**config.mk**
```make
export PLATFORM = sky130hd
export DESIGN_NAME = serial_tx8
export DESIGN_NICKNAME = d
export VERILOG_FILES = /design/src/rtl/serial_tx8.sv
export SDC_FILE = /design/constraint.sdc
export NUM_CORES = 1
export LEC_CHECK = 0
export ABC_AREA = 1
export BUFFER_PORTS_ARGS = -buffer_cell sky130_fd_sc_hd__buf_2
export CAP_MARGIN = 20
export CORE_ASPECT_RATIO = 0.7
export CORE_MARGIN = 2
export CORE_UTILIZATION = 35
export CTS_BUF_LIST = sky130_fd_sc_hd__clkbuf_4 sky130_fd_sc_hd__clkbuf_8
export DETAILED_ROUTE_END_ITERATION = 8
export SKIP_LAST_GASP = 1
export SYNTH_ARGS = -nofsm -noshare
export SYNTH_HDL_FRONTEND = slang
export SYNTH_SLANG_ARGS = --single-unit
```
**constraint.sdc**
```tcl
create_clock -name clk -period 1.85 [get_ports clk]
set_input_delay 0.37 -clock clk [delete_from_list [all_inputs] [get_ports clk]]
set_output_delay 0.37 -clock clk [all_outputs]
set_load 0.05 [all_outputs]
```
**src/rtl/serial_tx8.sv**
```systemverilog
// Parallel-to-serial frame transmitter: start bit, DATA_W data bits LSB first,
// optional even parity bit, stop bit, each held for CLKS_PER_BIT clocks.
module serial_tx8 #(
   parameter int unsigned DATA_W       = 8,
   parameter int unsigned CLKS_PER_BIT = 4,
   parameter int unsigned PARITY_EN    = 1
) (
   input  logic              clk,
   input  logic              reset_,
   input  logic [DATA_W-1:0] in,
   input  logic              load,
   output logic              ready,
   output logic              tx,
   output logic              done
);

   localparam int unsigned CNT_W = (CLKS_PER_BIT > 1) ? $clog2(CLKS_PER_BIT) : 1;
   localparam int unsigned BIT_W = (DATA_W > 1) ? $clog2(DATA_W) : 1;
   localparam logic [CNT_W-1:0] CNT_LAST = CNT_W'(CLKS_PER_BIT - 1);
   localparam logic [BIT_W-1:0] BIT_LAST = BIT_W'(DATA_W - 1);

   typedef enum logic [2:0] {IDLE, START, DATA, PARITY, STOP} state_t;

   state_t            state, state_n;
   logic [CNT_W-1:0]  cnt, cnt_n;
   logic [BIT_W-1:0]  bit_idx, bit_idx_n;
   logic [DATA_W-1:0] word, word_n;
   logic              par, par_n;
   logic              tx_n, ready_n, done_n;
   logic              cnt_last;

   // State and registered outputs
   always_ff @(posedge clk or negedge reset_) begin
      if (!reset_) begin
         state   <= IDLE;
         cnt     <= '0;
         bit_idx <= '0;
         word    <= '0;
         par     <= 1'b0;
         tx      <= 1'b1;
         ready   <= 1'b1;
         done    <= 1'b0;
      end else begin
         state   <= state_n;
         cnt     <= cnt_n;
         bit_idx <= bit_idx_n;
         word    <= word_n;
         par     <= par_n;
         tx      <= tx_n;
         ready   <= ready_n;
         done    <= done_n;
      end
   end

   assign cnt_last = (cnt == CNT_LAST);

   // Next state; tx/ready/done are computed one edge ahead so they come out registered
   always_comb begin
      state_n   = state;
      cnt_n     = cnt;
      bit_idx_n = bit_idx;
      word_n    = word;
      par_n     = par;
      tx_n      = tx;
      ready_n   = ready;
      done_n    = 1'b0;
      case (state)
         IDLE: begin
            if (load) begin
               word_n  = in;
               par_n   = ^in;
               state_n = START;
               cnt_n   = '0;
               tx_n    = 1'b0;
               ready_n = 1'b0;
            end
         end
         START: begin
            if (cnt_last) begin
               state_n   = DATA;
               cnt_n     = '0;
               bit_idx_n = '0;
               tx_n      = word[0];
            end else begin
               cnt_n = cnt + CNT_W'(1);
            end
         end
         DATA: begin
            if (cnt_last) begin
               cnt_n = '0;
               if (bit_idx == BIT_LAST) begin
                  if (PARITY_EN != 0) begin
                     state_n = PARITY;
                     tx_n    = par;
                  end else begin
                     state_n = STOP;
                     tx_n    = 1'b1;
                  end
               end else begin
                  bit_idx_n = bit_idx + BIT_W'(1);
                  tx_n      = word[bit_idx + BIT_W'(1)];
               end
            end else begin
               cnt_n = cnt + CNT_W'(1);
            end
         end
         PARITY: begin
            if (cnt_last) begin
               state_n = STOP;
               cnt_n   = '0;
               tx_n    = 1'b1;
            end else begin
               cnt_n = cnt + CNT_W'(1);
            end
         end
         STOP: begin
            if (cnt_last) begin
               state_n = IDLE;
               cnt_n   = '0;
               tx_n    = 1'b1;
               ready_n = 1'b1;
               done_n  = 1'b1;
            end else begin
               cnt_n = cnt + CNT_W'(1);
            end
         end
         default: begin
            state_n = IDLE;
            cnt_n   = '0;
            tx_n    = 1'b1;
            ready_n = 1'b1;
         end
      endcase
   end

endmodule
```
After elaboration in Yosys (flattened, before gate mapping)
Index checks and enable logic that the tools add are counted.
{"block": "op_classes", "add_sub_neg": 2, "n_lt_le_gt_ge": 1, "n_eq_ne": 14, "mux": 24, "bitwise": 1, "n_reduce_logical": 11}
{"operator": "3-bit 2-to-1 mux", "n": 8}
{"operator": "3-bit case mux with 5 select lines", "n": 1}
{"operator": "2-bit inequality test (second input constant)", "n": 7}
{"operator": "1-bit 2-to-1 mux", "n": 8}
{"operator": "4-bit AND reduction", "n": 2}
{"operator": "8-bit XOR reduction", "n": 1}
{"operator": "3-bit by 2-bit == test with 1-bit output (second input constant)", "n": 2}
{"operator": "3-bit == test (second input constant)", "n": 2}
{"operator": "3-bit case mux with 2 select lines", "n": 1}
{"operator": "6-bit AND reduction", "n": 1}
{"operator": "3-bit by 4-bit less-than comparator with 1-bit output (second input constant)", "n": 1}
{"operator": "2-bit 2-to-1 mux", "n": 2}
{"operator": "1-bit case mux with 4 select lines", "n": 1}
{"operator": "2-bit case mux with 2 select lines", "n": 1}
{"operator": "4-bit OR reduction", "n": 1}
{"operator": "3-bit by 1-bit adder with 3-bit output (second input constant)", "n": 1}
{"operator": "1-bit binary-select mux with 3-bit select", "n": 1}
{"operator": "3-bit by 1-bit == test with 1-bit output (second input constant)", "n": 1}
{"operator": "3-bit logical NOT", "n": 1}
{"operator": "1-bit case mux with 3 select lines", "n": 1}
{"operator": "3-bit AND reduction", "n": 1}
{"operator": "3-bit OR reduction", "n": 1}
{"operator": "2-bit by 1-bit adder with 2-bit output (second input constant)", "n": 1}
{"operator": "2-bit == test (second input constant)", "n": 1}
{"operator": "5 further kinds", "n": 5}
{"block": "totals", "ff_bits": 20, "inputBits": 11, "out_inout_bits": 3, "word_cells": 61}

Longest topological paths before layout
{"block": "logic_depth", "ltp_word": 6, "depth_mapped": 8, "depth_no_buf": 8}

Worst setup path before layout
Ideal clock, no wire load.
{"block": "synth_path", "path_type": "reg2reg", "startpoint": "register bit_idx[0]", "endpoint": "register bit_idx[1]", "arrival_ps": 1121, "t_required_ps": 1767, "path_slack_ps": 646, "path_stages_with_launch": 6, "path_buffers": 0, "period_less_slack_ps": 1204, "path_cell_list": "dfrtp_1 -> ha_1 -> ha_1 -> nor2_4 -> nand2_1 -> o21ai_0"}
{"block": "synth_between", "elab_chain_len": 4, "word_cells_on_any_way": 7, "cone_classes": "1 x add/sub; 2 x eq/ne; 3 x mux; 1 x reduce/logical"}
{"element": "from (decl)", "line": "26", "rtl": "logic [BIT_W-1:0] bit_idx, bit_idx_n;"}
{"element": "from (signal assigned)", "line": "46", "rtl": "bit_idx <= bit_idx_n;"}
{"element": "3-bit by 1-bit adder with 3-bit output", "line": "100", "rtl": "bit_idx_n = bit_idx + BIT_W'(1);"}
{"element": "3-bit 2-to-1 mux", "line": "91", "rtl": "if (bit_idx == BIT_LAST) begin"}
{"element": "3-bit 2-to-1 mux", "line": "89", "rtl": "if (cnt_last) begin"}
{"element": "3-bit case mux with 2 select lines", "line": "67", "rtl": "case (state)"}
Parallel ways exist; a longest one is shown, timed or not. The select of a mux whose other input is x is not followed.
A chain may end at the register's enable or synchronous reset.

Worst setup path in the final report
{"block": "layout_path", "startpoint": "register bit_idx[0]", "endpoint": "register bit_idx[0]"}
The elaborated chain is that of the path after synthesis.

==> results.ini <==
[cts]
clkTransAtPathRegs_ns=0.08
cts_buffer_depth=2
cts_root_buf=clkbuf_8
cts_tree=done
cts_setup_buffers=0
cts-buffers-inserted=3
cts_hold_buf=0
cts-resized-gates=0
cts.sinks=20
htreeDepth=1
clock_latency_ns=0.26

[logic_synthesis]
syn-cell-area_mm2=0.001130
synth-seq-cells=20
avgSynthCellArea_um2=7.901
synth_edf_count=0
synth.distinct_cells=23
syn-num-nets=157
syn_inst=143
ys.flop_type=dfrtp_1
seq_area_frac_synth=0.4452
ys_async_sr_fraction=1.000
yosysWarnings=0

[pwr]
power_density_mw_per_mm2=1675
p_leak_nw=0.6430
vdd_ir_drop_max_uv=535.2

[final_layout]
utilization=0.4178
synthToLayoutAreaGrowth_pct=14.84
nFillCells=327
nets=173
drive_gt1_frac=0.1709
antennaDiodeCount=0

[routing]
wl_met2_um=922
ant_nets=0
via_per_inst=4.663
wl_met3_um=65
routedWlPerCell_um=11.16
route.detailed.drc=0
vias=914
top_layer=met3
dr.pass1.iters=4
m1WireLength_mm=1.199
wirelength_mm=2.187
drt_iter0_drc=39

[setup_path]
path_buf_inv=1
r2r-end=bit_idx[0]
crit_start=bit_idx[0]
required_ns=2.03
endpoint=bit_idx[0]
crit_fanout=9
cp.depth=6
r2r_start=bit_idx[0]
crit_top_cell=ha_1
r2r_slack_ns=0.34
crit_arrival_ns=1.68
cp-start-kind=flip-flop
crit_type=reg -> reg
crit_chain=ha_1, ha_1, inv_1, o211ai_1, nand2_1, o21ai_0
cp_slowest_cell=dfrtp_1
crit_path_end_kind=flip-flop
critPathTopFamily=flip-flops
reg2reg_depth=6
slowest_delay_ns=0.50

[floorplan]
die_h_um=51.54
core-area_mm2=0.003105
row_count=17
ios=14
initial_core_util=0.3638
dieArea_mm2=0.003706
die_w_um=71.91

[global_route]
grt_pass1_vias=892
grt_max_degree=21
antenna_found_initial=0
grt_first_pass_wirelength_mm=3.919
overflow=0
grtUsageTotal=0.1359

[run]
drv_cap=0

[outcome]
outcome=completed

[hold_path]
hp-class=in -> async

[sta]
fin_crit_ns=1.507
worst_pin_slew_ns=0.4462
hold_violations=0
slew_violations=0
rsz0062_at_grt=false
fmax_ghz=0.6634
hold_slack_ns=0.04202
final.setup.tns_ns=0
fin_crit_sh=0.8148
maxSlewHeadroom=0.7025
setup_viol=0
fin_skew_ns=0.006046

[placement]
portBuffers=13
place_congestion=0.8952
hpwl_mm=1.680

## cells in the final DEF (no fill, tap or decap), drive strengths merged
master  Yosys  routed
dfstp       2       2
clkbuf      1       3
xor2        4       4
o21ai      14      14
inv        18      18
bufinv      0       1
nor3        3       3
xnor2       4       4
nor2        8       8
nand2      49      49
o211ai      2       2
ha          3       3
mux2i       1       1
a21oi       2       2
nand4       1       1
nand3      12      12
buf         1      13
dfrtp      18      18
## flip-flops by register name, indices dropped and copies added, names as in the netlist
register,flops
state,3
done,1
bit_idx,3
ready,1
word,8
tx,1
par,1
cnt,2
## final cells by class
class,count,area (µm²),share of cell area
tap,38,47.55,0.03664
sequential,20,503.0,0.3877
timing repair buffer,13,65.06,0.05014
multi-input combinational,103,543.0,0.4185
inverter,18,67.56,0.05207
clock buffer,3,41.29,0.03182
clock inverter,1,30.03,0.02314
## stage by stage
stage / setup slack (ns) / total power [mW] / instances / cell area (µm²)
final: 0.3426 / 2.173 / 196 / 1297
after global routing: 0.2239 / 2.380 / 196 / 1297
after CTS: 0.3180 / 2.185 / 196 / 1297
after detailed placement: 0.3406 / 1.735 / 192 / 1226
after global placement: 0.4066 / 1.722 / 192 / 1226
after floorplan: 0.6463 / 1.541 / 143 / 1130
## report_power, final
group	switching [mW]	total, mW	leakage, nW	internal [mW]
Combinational	0.642	0.970	0.358	0.328
Clock	0.147	0.436	0.0357	0.289
Sequential	0.128	0.767	0.249	0.639
## synthesized netlist by cell type, drive strengths merged (2+ instances only)
cell type	n	area (µm²)
nand2	49	188.9
dfstp	2	52.55
o21ai	14	70.06
inv	18	67.56
nand3	12	65.06
a21oi	2	10.01
o211ai	2	15.01
xor2	4	35.03
nor2	8	55.05
dfrtp	18	450.4
ha	3	37.54
nor3	3	15.01
xnor2	4	35.03
## routing by layer
layer,GRT usage,vias to the layer above
met5,0,-
met4,0.02830,0
met3,0.04070,0
met2,0.2052,11
met1,0.1941,420
li1,-,483
## how the worst min path moves through the flow
stage	startpoint	to	slack (ns)	cells past startpoint
2_1_floorplan	reset_	bit_idx[0]	0.07	0
3_3_place_gp	reset_	bit_idx[2]	0.34	1
3_5_place_dp	reset_	done	0.35	1
4_1_cts	reset_	bit_idx[2]	0.07	1
5_1_grt	reset_	done	0.08	1
6_report	reset_	state[2]	0.04	1
## logic make-up (layout without fill, tap and decap cells)
group,after synthesis,count (layout),share of synthesized area
AOI/OAI and AO/OA,18,18,0.08415
xor gates and xnor gates,8,8,0.06201
adders and majority gates,3,3,0.03323
buffers and inverters,20,35,0.07419
DFF,20,20,0.4452
muxes,1,1,0.008860
and+or+nand+nor,73,73,0.2924
No activity file was read; power rests on OpenSTA's default activity.
